**src/rtl/btn_conditioner.sv**
```systemverilog
// Push-button conditioner: per-channel 2-flop synchronizer, stability-counter debouncer,
// one-shot press strobe and auto-repeat strobe generator. Channels share no state.
module btn_conditioner #(
    parameter int unsigned N_BTN           = 4,
    parameter int unsigned DEBOUNCE_CYCLES = 1_000_000,
    parameter int unsigned REPEAT_DELAY    = 50_000_000,
    parameter int unsigned REPEAT_PERIOD   = 10_000_000
) (
    input  logic             clk,
    input  logic             reset,
    input  logic [N_BTN-1:0] btn_in,
    output logic [N_BTN-1:0] dpb,
    output logic [N_BTN-1:0] scen,
    output logic [N_BTN-1:0] mcen,
    output logic [N_BTN-1:0] ccen
);

    localparam int unsigned RC_MAX = (REPEAT_DELAY > REPEAT_PERIOD) ? REPEAT_DELAY : REPEAT_PERIOD;
    localparam int unsigned DC_W   = $clog2(DEBOUNCE_CYCLES) + 1;
    localparam int unsigned RC_W   = $clog2(RC_MAX) + 1;

    localparam logic [1:0] IDLE   = 2'd0;
    localparam logic [1:0] FIRST  = 2'd1;
    localparam logic [1:0] REPEAT = 2'd2;

    for (genvar i = 0; i < N_BTN; i++) begin : g_ch
        logic            s1_q, s2_q;
        logic            dpb_q, dpb_d;
        logic            scen_q, scen_d;
        logic            mcen_q, mcen_d;
        logic            ccen_q;
        logic [DC_W-1:0] dc_q, dc_d;
        logic [RC_W-1:0] rc_q, rc_d;
        logic [1:0]      phase_q, phase_d;

        // Debouncer: accept s2 only after it differs from dpb for DEBOUNCE_CYCLES edges
        always_comb begin
            dpb_d = dpb_q;
            dc_d  = '0;
            if (s2_q != dpb_q) begin
                if (dc_q == DC_W'(DEBOUNCE_CYCLES - 1)) begin
                    dpb_d = s2_q;
                end else begin
                    dc_d = dc_q + DC_W'(1);
                end
            end
        end

        // Repeat phase FSM; strobes are keyed off the next dpb so all outputs move together
        always_comb begin
            phase_d = phase_q;
            rc_d    = rc_q;
            mcen_d  = 1'b0;
            scen_d  = dpb_d & ~dpb_q;
            case (phase_q)
                IDLE: begin
                    rc_d = '0;
                    if (dpb_d) begin
                        phase_d = FIRST;
                        mcen_d  = 1'b1;
                    end
                end
                FIRST: begin
                    if (rc_q == RC_W'(REPEAT_DELAY - 1)) begin
                        phase_d = REPEAT;
                        rc_d    = '0;
                        mcen_d  = 1'b1;
                    end else begin
                        rc_d = rc_q + RC_W'(1);
                    end
                end
                REPEAT: begin
                    if (rc_q == RC_W'(REPEAT_PERIOD - 1)) begin
                        rc_d   = '0;
                        mcen_d = 1'b1;
                    end else begin
                        rc_d = rc_q + RC_W'(1);
                    end
                end
                default: begin
                    phase_d = IDLE;
                    rc_d    = '0;
                end
            endcase
            // An accepted release wins over a repeat strobe scheduled on the same edge
            if (!dpb_d) begin
                phase_d = IDLE;
                rc_d    = '0;
                mcen_d  = 1'b0;
            end
        end

        always_ff @(posedge clk or posedge reset) begin
            if (reset) begin
                s1_q    <= 1'b0;
                s2_q    <= 1'b0;
                dpb_q   <= 1'b0;
                dc_q    <= '0;
                scen_q  <= 1'b0;
                mcen_q  <= 1'b0;
                ccen_q  <= 1'b0;
                rc_q    <= '0;
                phase_q <= IDLE;
            end else begin
                s1_q    <= btn_in[i];
                s2_q    <= s1_q;
                dpb_q   <= dpb_d;
                dc_q    <= dc_d;
                scen_q  <= scen_d;
                mcen_q  <= mcen_d;
                ccen_q  <= dpb_d;
                rc_q    <= rc_d;
                phase_q <= phase_d;
            end
        end

        assign dpb[i]  = dpb_q;
        assign scen[i] = scen_q;
        assign mcen[i] = mcen_q;
        assign ccen[i] = ccen_q;
    end

endmodule

```
**config.mk**
```make
export PLATFORM = sky130hd
export DESIGN_NAME = btn_conditioner
export DESIGN_NICKNAME = d
export VERILOG_FILES = /design/src/rtl/btn_conditioner.sv
export SDC_FILE = /design/constraint.sdc
export NUM_CORES = 1
export LEC_CHECK = 0
export ABC_AREA = 0
export CAP_MARGIN = 20
export CORE_ASPECT_RATIO = 0.6
export CORE_UTILIZATION = 40
export DETAILED_ROUTE_END_ITERATION = 10
export DONT_BUFFER_PORTS = 1
export PLACE_DENSITY = 0.53
export SLEW_MARGIN = 25
export SYNTH_ARGS = -nofsm -noshare
export SYNTH_HDL_FRONTEND = slang
export SYNTH_SLANG_ARGS = --single-unit
```
**constraint.sdc**
```tcl
create_clock -name clk -period 15.2 [get_ports clk]
set_input_delay 3.04 -clock clk [delete_from_list [all_inputs] [get_ports clk]]
set_output_delay 3.04 -clock clk [all_outputs]
set_load 0.05 [all_outputs]
```
# Word level (Yosys, flattened, before mapping)
# Index checks and enable logic that the tools add are counted.
dict set report word_totals {
  reg_bits 220
  input_bits 6
  out_inout_bits 16
  elab_cells 148
}
dict set report classes {
  add_sub_neg 8
  eq_ne 32
  mux 60
  bitwise_logic 8
  reduce_logical 8
}
# cell count
set ops {}
lappend ops {{27-bit 2-to-1 mux} 12}
lappend ops {{27-bit one-hot mux with 2 select lines} 4}
lappend ops {{21-bit 2-to-1 mux} 8}
lappend ops {{27-bit by 1-bit adder with 27-bit output, second input constant} 4}
lappend ops {{27-bit by 24-bit == test with 1-bit output, second input constant} 4}
lappend ops {{27-bit by 26-bit == test with 1-bit output, second input constant} 4}
lappend ops {{21-bit by 1-bit adder with 21-bit output, second input constant} 4}
lappend ops {{21-bit by 20-bit == test with 1-bit output, second input constant} 4}
lappend ops {{2-bit one-hot mux with 3 select lines} 4}
lappend ops {{1-bit 2-to-1 mux} 20}
lappend ops {{2-bit 2-to-1 mux} 8}
lappend ops {{3-bit inequality test, second input constant} 4}
lappend ops {{1-bit one-hot mux with 3 select lines} 4}
lappend ops {{2-bit by 1-bit == test with 1-bit output, second input constant} 4}
lappend ops {{2-bit == test, second input constant} 4}
lappend ops {{2-bit zero test} 4}
lappend ops {{2-bit inequality test, second input constant} 4}
lappend ops {{2-bit AND reduction} 4}
lappend ops {{1-bit bitwise AND} 4}
lappend ops {{1-bit inequality test} 4}
lappend ops {{1-bit inverter} 4}

# Logic depth before layout (Yosys ltp)
# Gate-level depths: netlist of run 1.
dict set report logic_depth {
  ltp_word 5
  ltp_mapped 8
}

# Worst setup path before layout of run 1
# Ideal clock, no wire load.
dict set report synth_timing {
  path_type {register to output}
  startpoint {reg g_ch[3].ccen_q}
  endpoint {out ccen[3]}
  t_arrival_ps 606
  t_required_ps 12160
  path_slack_ps 11554
  path_stages_with_launch 2
  cell_sequence {dfrtp_1 buf_4}
}
# item line_no
set synth_lines {}
lappend synth_lines {{start, declared} 31} ;# logic ccen_q;
lappend synth_lines {{start signal, assigned} 111} ;# ccen_q <= dpb_d;
lappend synth_lines {{end, declared} 15} ;# output logic [N_BTN-1:0] ccen
# No word-level cell between the ends.

==> run summary, run 1 <==
The run finished with clean final reports. The clock tree root driver cell is clkbuf_16. The post-cts repair resize count came out at 0.

The number of max-slew violations in the final report was 0. The worst hold slack after final layout is 0.361 ns. The die is 132 um tall. Once layout is complete, the utilization of the core stands at 44.4%. The number of vias in the routed layout came out at 7797.

The synthesized net count came out at 1207. The peak clock frequency supported by timing is 218 MHz. The floorplan die area is 0.0289 sq mm. After the last flow step, the layout net total stands at 1190. The number of levels the H-tree was split into came out at 1.

The quantity of hold-fixing buffers added after cts is 0. The register area share after synthesis came out at 48.8%. After legalization and detailed placement, the total HPWL measured 14700 um.

STA classifies the critical path startpoint as a flop. Setup violations remaining at the end of the flow were counted as 0. The synthesized design devotes to its leading area cell type 48.8% of total area. The number of hold-slack violations in the final timing report is 0. The largest area contributor in the netlist is dfrtp_1. The first-pass GRT wire length is 38000 um. The slew at the pin with the worst max-slew slack came out at 1.02 ns.

For this run, the total global-route usage over all layers was measured as 15.9%. Leaving out fill and tap cells, the most frequent cell in the layout is nor2_1. The power per cell area came out at 96.4 mW/mm^2.

The worst path arrival time is 1.55 ns. The area inside the core boundary came out at 0.0276 sq mm. In this run, distinct cell masters in the synthesized netlist total 56.

The largest fanout on the critical path is 5. For this run, the detailed router's first-pass iteration total came to 4. The met3 capacity usage during global routing is 2.77%. The number of clock sinks is 220.

By area the synthesized netlist is led by dfrtp_1 49%, nor2_1 7.9%, xnor2_1 7.5%. The number of warnings reported in the yosys synthesis log is 0. The top cell types in the final layout, fill and taps aside, are 239 x nor2_1, 220 x dfrtp_1, 96 x xnor2_1.

The met1 capacity usage during global routing came out at 27.8%. The path category of the worst min-delay check is reg2reg. The fraction of met2 tracks used by global routing is 19.3%. The count of nets left with antenna violations once routing finished came out at 0. The layout overhead on the synthesized area is 8.79%. The number of synthesized flops with an enable pin is 0. Of the available clock period, the critical path in the final layout requires 30.2%. The residual DRC count is 0. The maximum number of pins on one net before global-route repair came out at 148. The register clock-pin slew on the reported worst setup and hold paths came out at 0.06 ns. The detailed-route wire length came out at 22200 um. For this run the aggregate overflow at the end of global routing stands at 0. Buffers inserted during clock tree synthesis total 23. The number of buffers between clock root and the deepest sink is 3. The maximum resistive drop on vdd is 0.0000595 V. Setup repair after global routing left no endpoint under its margin. The worst path required time came out at 12.16 ns. The leakage power figure came out at 4.87 nW. In the synthesized netlist the async set-or-reset flop fraction comes to 100%. The final weighted congestion in routability-driven placement is 0.826. The final setup TNS came out at 0 ns. The initial detailed-routing violation count came out at 621.

The total of max-cap violations is 0. The number of setup buffers added after CTS is 0. 0 antenna diodes ended up in the layout. The initial antenna violation count came to 0. By startpoint and endpoint, the worst setup path is classified as reg2out. The count of buffers from port buffering is 0. The width of the die is 219 um. At the later pin of the worst-skew pair, clock insertion delay measures 0.53 ns.

The most frequently used flop master after synthesis is dfrtp_1. The count of pins on the block boundary is 22. The initial utilization of the core area, before any placement, comes to 40.8%. The clock period minus final worst setup slack came out at 4.59 ns. The number of global-route vias before repair came to 7310.

The worst-case clock skew is 0.0164 ns. The max-slew headroom at the worst pin came out at 31.8%. The number of placement rows came out at 47. In the final layout, the share of cells above drive strength 1 is 5.20%. The post-synthesis cell area came out at 0.0113 sq mm. Each instance of the synthesized netlist takes up on average 9.62 sq um.

TritonCTS built the clock tree. After technology mapping, the gate count stands at 1173. STA classifies the critical path endpoint as an output pin.

met1 is the most crowded layer. The synthesized design contains 220 register bits. Dividing the detail-routed via count by the number of cells gives 5.07. After detailed routing, the average wire length per cell comes to 14.4 um.
-- cell type report --
type / instances / area (sq um)
flip-flops and latches: 220 / 5510
repair buffers: 4 / 50.0
multi-input cells: 867 / 5340
well taps: 367 / 459
inverters: 40 / 163
clock buffers: 29 / 638
clock inverters: 12 / 121
fillers: 2675 / 15400
-- path summary, 6_finish.rpt --
kind | cells past startpoint | startpoint | slack (ns) | to
setup / recovery | 0 | g_ch[0].ccen_q | 10.61 | dpb[0]
setup reg to reg | 5 | g_ch[0].rc_q[18] | 12.66 | g_ch[0].rc_q[19]
hold / removal | 0 | g_ch[3].s1_q | 0.36 | g_ch[3].s2_q
min in group asynchronous | 1 | reset | 2.48 | g_ch[3].s1_q
max in group asynchronous | 3 | reset | 11.54 | g_ch[2].rc_q[12]
hold reg to reg | 0 | g_ch[3].s1_q | 0.36 | g_ch[3].s2_q
-- cells by family after synthesis --
family | count (synthesis) | synth area share (%)
AND/OR/NAND/NOR | 621 | 27.5
flip-flops | 220 | 48.8
XOR/XNOR | 177 | 13.7
buffers and inverters | 86 | 4.01
AO/OA/AOI/OAI | 39 | 2.67
adder cells (fa/ha/maj) | 28 | 3.10
multiplexers | 2 | 0.177
-- registers in the layout, summed over array words and instances (netlist names) --
register and cells:
g_ch.rc_q 108, g_ch.dc_q 84, g_ch.phase_q 8, g_ch.ccen_q 4, g_ch.mcen_q 4, g_ch.s1_q 4, g_ch.s2_q 4, g_ch.scen_q 4
-- routing by layer --
metal,share of wire (%),routed length [um]
met5,0,0
met4,1.9,418
met2,37,8170
met3,3.1,688
met1,58,12900
-- cells in the mapped netlist (all sizes together), types with 2 or more instances --
library cell  count
and4             20
or4              12
nor2            239
inv              40
o211ai            2
o41a              2
a21oi            11
or3               6
nor3             48
nand3            93
xor2             81
and3b             2
nor4             27
clkbuf           16
dfrtp           220
xnor2            96
o21ai             4
and4b             2
nor3b             4
nand3b            3
mux2i             2
nor4b             9
or3b              3
o21a              3
a31oi             3
o31a              2
and2              7
nand4            34
nand2            70
a211oi            4
and3             28
buf              30
nor4bb            3
or4b              6
or2               2
ha               28
-- report_power, final --
group	switching, mW	total, mW	internal (mW)	leakage (nW)
clock network	0.237	0.568	0.332	0.371
registers	0.00438	0.594	0.589	3.05
logic	0.0177	0.0220	0.00429	1.45
-- metrics by stage --
stage / setup WS [ns] / std cells / power (mW) / cell area, sq um
floorplan: 6.14 / 1173 / 0.620 / 11300
global placement: 10.33 / 1497 / 0.627 / 11500
detailed placement: 10.35 / 1497 / 0.627 / 11500
CTS: 10.58 / 1538 / 1.21 / 12200
global route: 10.56 / 1539 / 1.23 / 12300
finish: 10.61 / 1539 / 1.18 / 12300
No activity file was read; power rests on OpenSTA's default activity.
==> inputs of run 2 (changes only) <==
==> constraint.sdc (replaced) <==
create_clock -name clk -period 4.8 [get_ports clk]
set_input_delay 0.96 -clock clk [delete_from_list [all_inputs] [get_ports clk]]
set_output_delay 0.96 -clock clk [all_outputs]
set_load 0.05 [all_outputs]
==> run 2 against run 1 <==
  * Critical path depth is 5 higher
  * Largest cell class unchanged
  * Final cell count stayed put
  * Sequential share of layout area hardly changed
  * Sequential power grew to 3.2 times the previous value
  * Setup slack worse by 8.6 ns
  * Global-route usage is 0.15 points higher
==> run summary, run 2 (same netlist as run 1, synthesis figures left out) <==
The count of nets after finishing is 1191 (+0.084%). The register clock-pin slew on the reported worst setup and hold paths came out at 0.06 ns (about the same). The worst setup path is launched from a flop. The first-pass GRT wire length is 38500 um (+1.3%).

The reg-to-reg critical path endpoint is g_ch[0].rc_q[19]. The worst path required time came to 5.17 ns (-6.99 ns). The number of buffers created by CTS came to 24 (+4.3%).

The power per cell area is 305 mW/mm^2 (+220%). The post-route total power was 3.75 mW (+220%). The peak clock frequency supported by timing is 356 MHz. The maximum resistive drop on vdd was 0.000274 V (+360%).

The number of placement rows came out at 47 (unchanged). The buffer and inverter count on the worst path is 0. The cell family contributing the most delay on the critical path is simple AND/OR/NAND/NOR gates. The count of pins on the block boundary is 22 (unchanged). The area inside the core boundary is 0.0276 sq mm (unchanged). The detailed-route wire length came to 22200 um (+0.10%).

The average vias per placed instance is 5.06 (about the same). The area of all placed cells without fillers came out at 0.0123 sq mm (about the same). The detailed-routing iteration count for the pre-antenna-repair pass is 4 (unchanged).

The leftover overflow at the end of global routing came out at 0 (unchanged). The floorplan die area was 0.0289 sq mm (unchanged). The vertical extent of the die is 132 um (unchanged).

The number of flip-flops in the largest register was 108 (unchanged). The largest single stage delay on the critical path is 0.80 ns. The width of the die is 219 um (unchanged).

The proportion of layout cells with a drive suffix above 1 is 4.69% (-0.51 points). The count of buffers from port buffering came out at 0 (unchanged). The number of levels the H-tree was split into is 1 (unchanged). The insertion delay of the later-clocked pin in the worst-skew pair is 0.53 ns (about the same). The post-cts repair resize count came out at 0 (unchanged). The run finished with clean final reports. The sequential power share is 50.2% (about the same). The total of max-cap violations came out at 0 (unchanged). The max-slew headroom at the worst pin is 29.5% (-2.4 points).

The number of instances on the worst hold path came out at 0 (unchanged). The maximum number of pins on one net before global-route repair came to 115 (-22%). The detailed-route wire length per cell is 14.4 um (+0.10%). The number of buffers between clock root and the deepest sink came out at 3 (unchanged). The number of max-slew violations in the final report is 0 (unchanged).

The tree is rooted in a clkbuf_16. The final weighted congestion in routability-driven placement is 0.776 (-6.1%). The proportion of total power due to net switching is 21.3% (-0.56 points).

The area taken by multi-input logic gates came out at 0.00533 sq mm (-0.26%). The register containing the most flip-flops in the final layout is g_ch.rc_q. Walking the worst path, the cells encountered are or4_4, or4_4, o211ai_1, a2bb2o_1, nor3_1.

The number of setup violations in the final report is 0 (unchanged). The HPWL after detailed placement is 14600 um (-0.50%). The TritonCTS clock tree is built.

The area of all sequential standard cells is 0.00551 sq mm (unchanged). The initial cell density of the core came out at 40.8% (unchanged). The initial antenna violation count came to 0 (unchanged). The number of nets with antenna violations after detailed routing came out at 0 (unchanged). The worst-case clock skew came out at 0.0122 ns (-0.00425 ns). The final period utilization came out at 58.6%. The slowest stage of the critical path is the a2bb2o_1 cell.

The startpoint identified for the worst register-to-register timing path is g_ch[0].rc_q[18]. The number of vias in the routed layout came out at 7793 (-0.051%). The largest fanout on the critical path is 27 (+22). The number of logic stages on the critical path including buffering was 5 (+5). The slew at the pin with the worst max-slew slack came out at 1.06 ns (+0.0354 ns).

The worst path arrival time came out at 3.18 ns (+1.63 ns). The final-layout fill cell count came out at 2664 (-0.41%). The number of global-route vias before repair came out at 7499 (+2.6%).

The cell internal power dissipation came out at 2.95 mW (+220%). The initial detailed-routing violation count came out at 492 (-21%). The top cell types in the final layout, fill and taps aside, are 239 x nor2_1, 220 x dfrtp_1, 96 x xnor2_1. Setup repair after global routing left no endpoint under its margin.

The setup slack of the worst register-to-register path came out at 1.99 ns (-10.67 ns). In the final layout, the registers with the most flip-flops are g_ch.rc_q: 108 flops, g_ch.dc_q: 84 flops, g_ch.phase_q: 8 flops. In this run the worst setup path begins at g_ch[0].rc_q[18]. The post-place instance area is 0.0115 sq mm (+0.25%). The critical path in this run is classified as reg2reg. The clock period minus final worst setup slack is 2.81 ns. The net load switching power came out at 0.798 mW (+210%). The number of setup buffers added after CTS is 0 (unchanged). The quantity of hold-fixing buffers added after cts is 0 (unchanged). The power share of the clock group is 48.0% (about the same). The critical path ends at g_ch[0].rc_q[19].

The leakage power figure came out at 4.87 nW (about the same). The all-layer global routing usage is 16.1% (+0.15 points). The tightest min-delay check is of the reg2reg type. The number of clock sinks is 220 (unchanged).

The power share of the combinational group is 1.9% (about the same). The number of diodes added for antenna fixing is 0 (unchanged). The number of cells on the worst reg-to-reg path came out at 5 (unchanged).

The number of hold-slack violations in the final timing report came out at 0 (unchanged). The worst setup path is captured at a flop. The layout overhead on the synthesized area was 8.75% (about the same). The most numerous cell on the critical path is or4_4. The residual DRC count came out at 0 (unchanged). Leaving out fill and tap cells, the most frequent cell in the layout is nor2_1. The final setup TNS is 0 ns (unchanged).
[run 2: cell types whose count changed in the layout (fill, tap and decap cells not counted), sizes merged]
cell	delta
clkbuf	+9
inv	-1
bufinv	-2
clkinvlp	-1
clkinv	-5
[run 2: worst register-to-register path, delay by kind of cell, from the launching register on]
kind	cells	cell delay (ns)
simple gates	3	1.24
flops	1	0.43
compound gates	2	0.98
[run 2: per-stage QoR]
stage | utilization, % | std cells | setup slack [ns] | hold slack, ns
finish | 44.4 | 1539 | 1.99 | 0.348
global route | 44.4 | 1539 | 1.79 | 0.362
CTS | 44.4 | 1539 | 1.92 | 0.351
detailed placement | 41.6 | 1498 | 1.93 | 0.337
global placement | 41.6 | 1498 | 1.95 | 0.335
floorplan | - | 1173 | 0.972 | 0.331
[run 2: area by class of cell]
| cell class | count | area share (%) |
|---|---|---|
| flip-flops and latches | 220 | 44.9 |
| well taps | 367 | 3.74 |
| clock inverters | 3 | 0.143 |
| inverters | 40 | 1.25 |
| repair buffers | 4 | 0.449 |
| clock buffers | 38 | 6.15 |
| multi-input cells | 867 | 43.4 |
[run 2: layer usage]
metal	part of all wire (%)	GRT usage, %	vias up
li1	-	-	3953
met1	57	26.6	3705
met2	37	21.1	103
met3	4.0	3.18	32
met4	1.6	3.55	0
met5	0	0	-
[run 2: worst min path at each step]
| stage | start | to | slack [ns] |
|---|---|---|---|
| 2_1_floorplan | g_ch[0].s1_q | g_ch[0].s2_q | 0.33 |
| 3_3_place_gp | g_ch[3].s1_q | g_ch[3].s2_q | 0.34 |
| 3_5_place_dp | g_ch[2].s1_q | g_ch[2].s2_q | 0.34 |
| 4_1_cts | g_ch[2].s1_q | g_ch[2].s2_q | 0.35 |
| 5_1_grt | g_ch[3].s1_q | g_ch[3].s2_q | 0.36 |
| 6_report | g_ch[2].s1_q | g_ch[2].s2_q | 0.35 |
[run 2: power by group through the flow]
stage	clock (mW)	sequential, mW	combinational (mW)
CTS	1.88	1.88	0.0746
global placement	0	1.91	0.0745
floorplan	0	1.91	0.0524
finish	1.80	1.88	0.0702
detailed placement	0	1.91	0.0746
global route	1.95	1.88	0.0837
==> inputs of run 3 (changes only) <==
--- a/config.mk
+++ b/config.mk
@@ -11,7 +11,7 @@
 export CORE_UTILIZATION = 40
 export DETAILED_ROUTE_END_ITERATION = 10
 export DONT_BUFFER_PORTS = 1
-export PLACE_DENSITY = 0.53
+export PLACE_DENSITY = 0.55
 export SLEW_MARGIN = 25
 export SYNTH_ARGS = -nofsm -noshare
 export SYNTH_HDL_FRONTEND = slang
==> constraint.sdc (replaced) <==
create_clock -name clk -period 2.51 [get_ports clk]
set_input_delay 0.502 -clock clk [delete_from_list [all_inputs] [get_ports clk]]
set_output_delay 0.502 -clock clk [all_outputs]
set_load 0.05 [all_outputs]
==> run 3 against run 2 <==
  * Power increased by 95%
  * Cell area rose by 2.4%
  * Critical path depth decreased by 1
  * Clock skew decreased by 0.0031 ns
  * Final cell count rose by 1.9%
  * Non-clock buffer count up 29
==> run summary, run 3 (same netlist as run 1, synthesis figures left out) <==
The fraction of met2 tracks used by global routing is 20.4% (-0.69 points). The number of levels the H-tree was split into came out at 1 (unchanged). The number of setup buffers added after CTS came to 0 (unchanged). The number of non-filler instances in the completed layout came out at 1568 (+1.9%). The initial detailed-routing violation count was 579 (+18%). The layout overhead on the synthesized area came out at 11.4%. The final setup TNS is 0 ns (unchanged). The total of max-cap violations was 0 (unchanged). The detailed-route wire length per cell came out at 14.1 um (-2.2%). The met3 capacity usage during global routing came out at 2.84% (-0.35 points). The proportion of layout cells with a drive suffix above 1 is 6.83% (+2.1 points). The final weighted congestion in routability-driven placement is 0.820 (+5.7%). The origin of the worst min-delay path is g_ch[2].s1_q. More flip-flops sit in one register than any other, and that register is g_ch.rc_q. The number of buffers created by CTS is 23 (-4.2%).

The quantity of hold-fixing buffers added after cts came to 5 (+5). The number of flip-flops in the largest register came out at 108 (unchanged). The largest registers in the layout are g_ch.rc_q: 108 flops, g_ch.dc_q: 84 flops, g_ch.phase_q: 8 flops. The peak clock frequency supported by timing came out at 438 MHz (+23%). The path class of the tightest hold or removal check is reg2reg.

The number of setup violations in the final report was 0 (unchanged). The area inside the core boundary was 0.0276 sq mm (unchanged). STA classifies the critical path startpoint as a flop. The vertical extent of the die is 132 um (unchanged).

The number of placement rows came to 47 (unchanged). The leftover overflow at the end of global routing was 0 (unchanged). Broken down by cell family, the worst path's largest delay share belongs to simple AND/OR/NAND/NOR gates. The initial cell density of the core came out at 40.8% (unchanged).

The leakage power figure is 5.02 nW (+3.2%). The final-layout fill cell count came out at 2665 (+0.038%). The source of the worst register-to-register timing path is g_ch[3].dc_q[13]. The slew at the pin with the worst max-slew slack was 0.781 ns (-0.278 ns). The detailed-routing iteration count for the pre-antenna-repair pass came out at 5 (+1). The worst-case clock skew is 0.00906 ns (-0.00312 ns). The first-pass GRT wire length is 38400 um (-0.43%). The final period utilization is 90.9% (+32 points). The worst path arrival time came out at 2.69 ns (-0.49 ns). The most frequent standard cell in the layout excluding fill and tap cells is nor2_1.

The HPWL after detailed placement came to 14800 um (+1.3%). The critical path starts at g_ch[3].dc_q[13]. The number of nets with antenna violations after detailed routing came to 0 (unchanged).

The power per cell area is 581 mW/mm^2 (+90%). The insertion delay of the later-clocked pin in the worst-skew pair was 0.52 ns (about the same). The buffer and inverter count on the worst path is 0 (unchanged). The average vias per placed instance is 5.03 (-0.58%). The worst setup path is of the reg2reg kind. The maximum resistive drop on vdd was 0.000465 V (+70%). The slowest stage of the critical path is the or4_1 cell. The final worst-path setup slack came to 0.229 ns (-1.76 ns).

The residual DRC count was 0 (unchanged). The number of vias in the routed layout came out at 7894 (+1.3%). Clock tree synthesis selected as its root buffer the cell clkbuf_16. The number of buffers between clock root and the deepest sink came out at 3 (unchanged). The number of hold-slack violations in the final timing report came out at 0 (unchanged).

Setup repair after global routing left no endpoint under its margin. The post-cts repair resize count is 0 (unchanged). The initial antenna violation count came to 0 (unchanged).

The floorplan die area came out at 0.0289 sq mm (unchanged). The critical path's largest stage delay is 0.61 ns (-0.19 ns). The largest fanout on the critical path is 4 (-85%). The worst path required time came to 2.92 ns (-2.25 ns).

The pre-CTS worst setup slack is 0.240 ns (-1.69 ns). The width of the die came out at 219 um (unchanged). The max-slew headroom at the worst pin came to 47.6% (+18 points).

The maximum number of pins on one net before global-route repair was 93 (-19%). TritonCTS built the clock tree. The run finished with clean final reports. Traced cell by cell, the critical path runs through or4b_1, or4_1, mux2i_1, o21ba_2. The count of pins on the block boundary is 22 (unchanged). The global routing's busiest layer is met1. The all-layer global routing usage is 16.0% (-0.12 points).

The worst hold slack after final layout came out at 0.350 ns (+0.00256 ns). The number of max-slew violations in the final report came out at 0 (unchanged). The detailed-route wire length is 22100 um (-0.32%). The number of global-route vias before repair came out at 7586 (+1.2%). The post-route total power is 7.31 mW (+95%). The cell count after placement is 1522 (+1.6%).

The count of nets after finishing came out at 1219 (+2.4%). The count of buffers from port buffering was 0 (unchanged). The library cells used most frequently in the layout, excluding fill and tap cells, are 239 x nor2_1, 220 x dfrtp_1, 96 x xnor2_1. The worst setup path is captured at a flop.

The number of diodes added for antenna fixing is 0 (unchanged). The met1 capacity usage during global routing came out at 26.9% (+0.30 points). The clock period minus final worst setup slack is 2.28 ns (-0.530 ns). The register clock-pin slew on the reported worst setup and hold paths came out at 0.06 ns (about the same). The number of clock sinks is 220 (unchanged).
[run 3: area by class of cell]
class	instances	area [sq um]	area share, %
flip-flops and latches	220	5510	43.8
multi-input cells	867	5330	42.4
inverters	40	154	1.22
repair buffers	33	335	2.67
well taps	367	459	3.65
clock buffers	28	624	4.97
clock inverters	13	163	1.29
[run 3: through the flow]
stage | util [%] | area, sq um
2_1_floorplan | - | 11300
3_3_place_gp | 42.4 | 11700
3_5_place_dp | 42.4 | 11700
4_1_cts | 45.5 | 12600
5_1_grt | 45.5 | 12600
6_report | 45.5 | 12600
[run 3: path summary, 6_finish.rpt]
check	end	slack, ns	cells after the start
hold / removal	g_ch[2].s2_q	0.35	0
min in group asynchronous	g_ch[1].dc_q[8]	0.38	2
setup / recovery	g_ch[3].phase_q[0]	0.23	4
hold reg to reg	g_ch[2].s2_q	0.35	0
setup reg to reg	g_ch[3].phase_q[0]	0.23	4
max in group asynchronous	g_ch[1].rc_q[17]	1.31	3
[run 3: power breakdown]
| part | switching (mW) | internal [mW] |
|---|---|---|
| Sequential | 0.0244 | 3.57 |
| Clock | 1.47 | 2.10 |
| Combinational | 0.110 | 0.0375 |
| Total | 1.61 | 5.70 |
[run 3: layer usage]
layer | up-vias | part of all wire (%)
met4 | 0 | 2.2
met3 | 32 | 3.1
met2 | 92 | 36
met1 | 3747 | 58
met5 | - | 0
li1 | 4023 | -
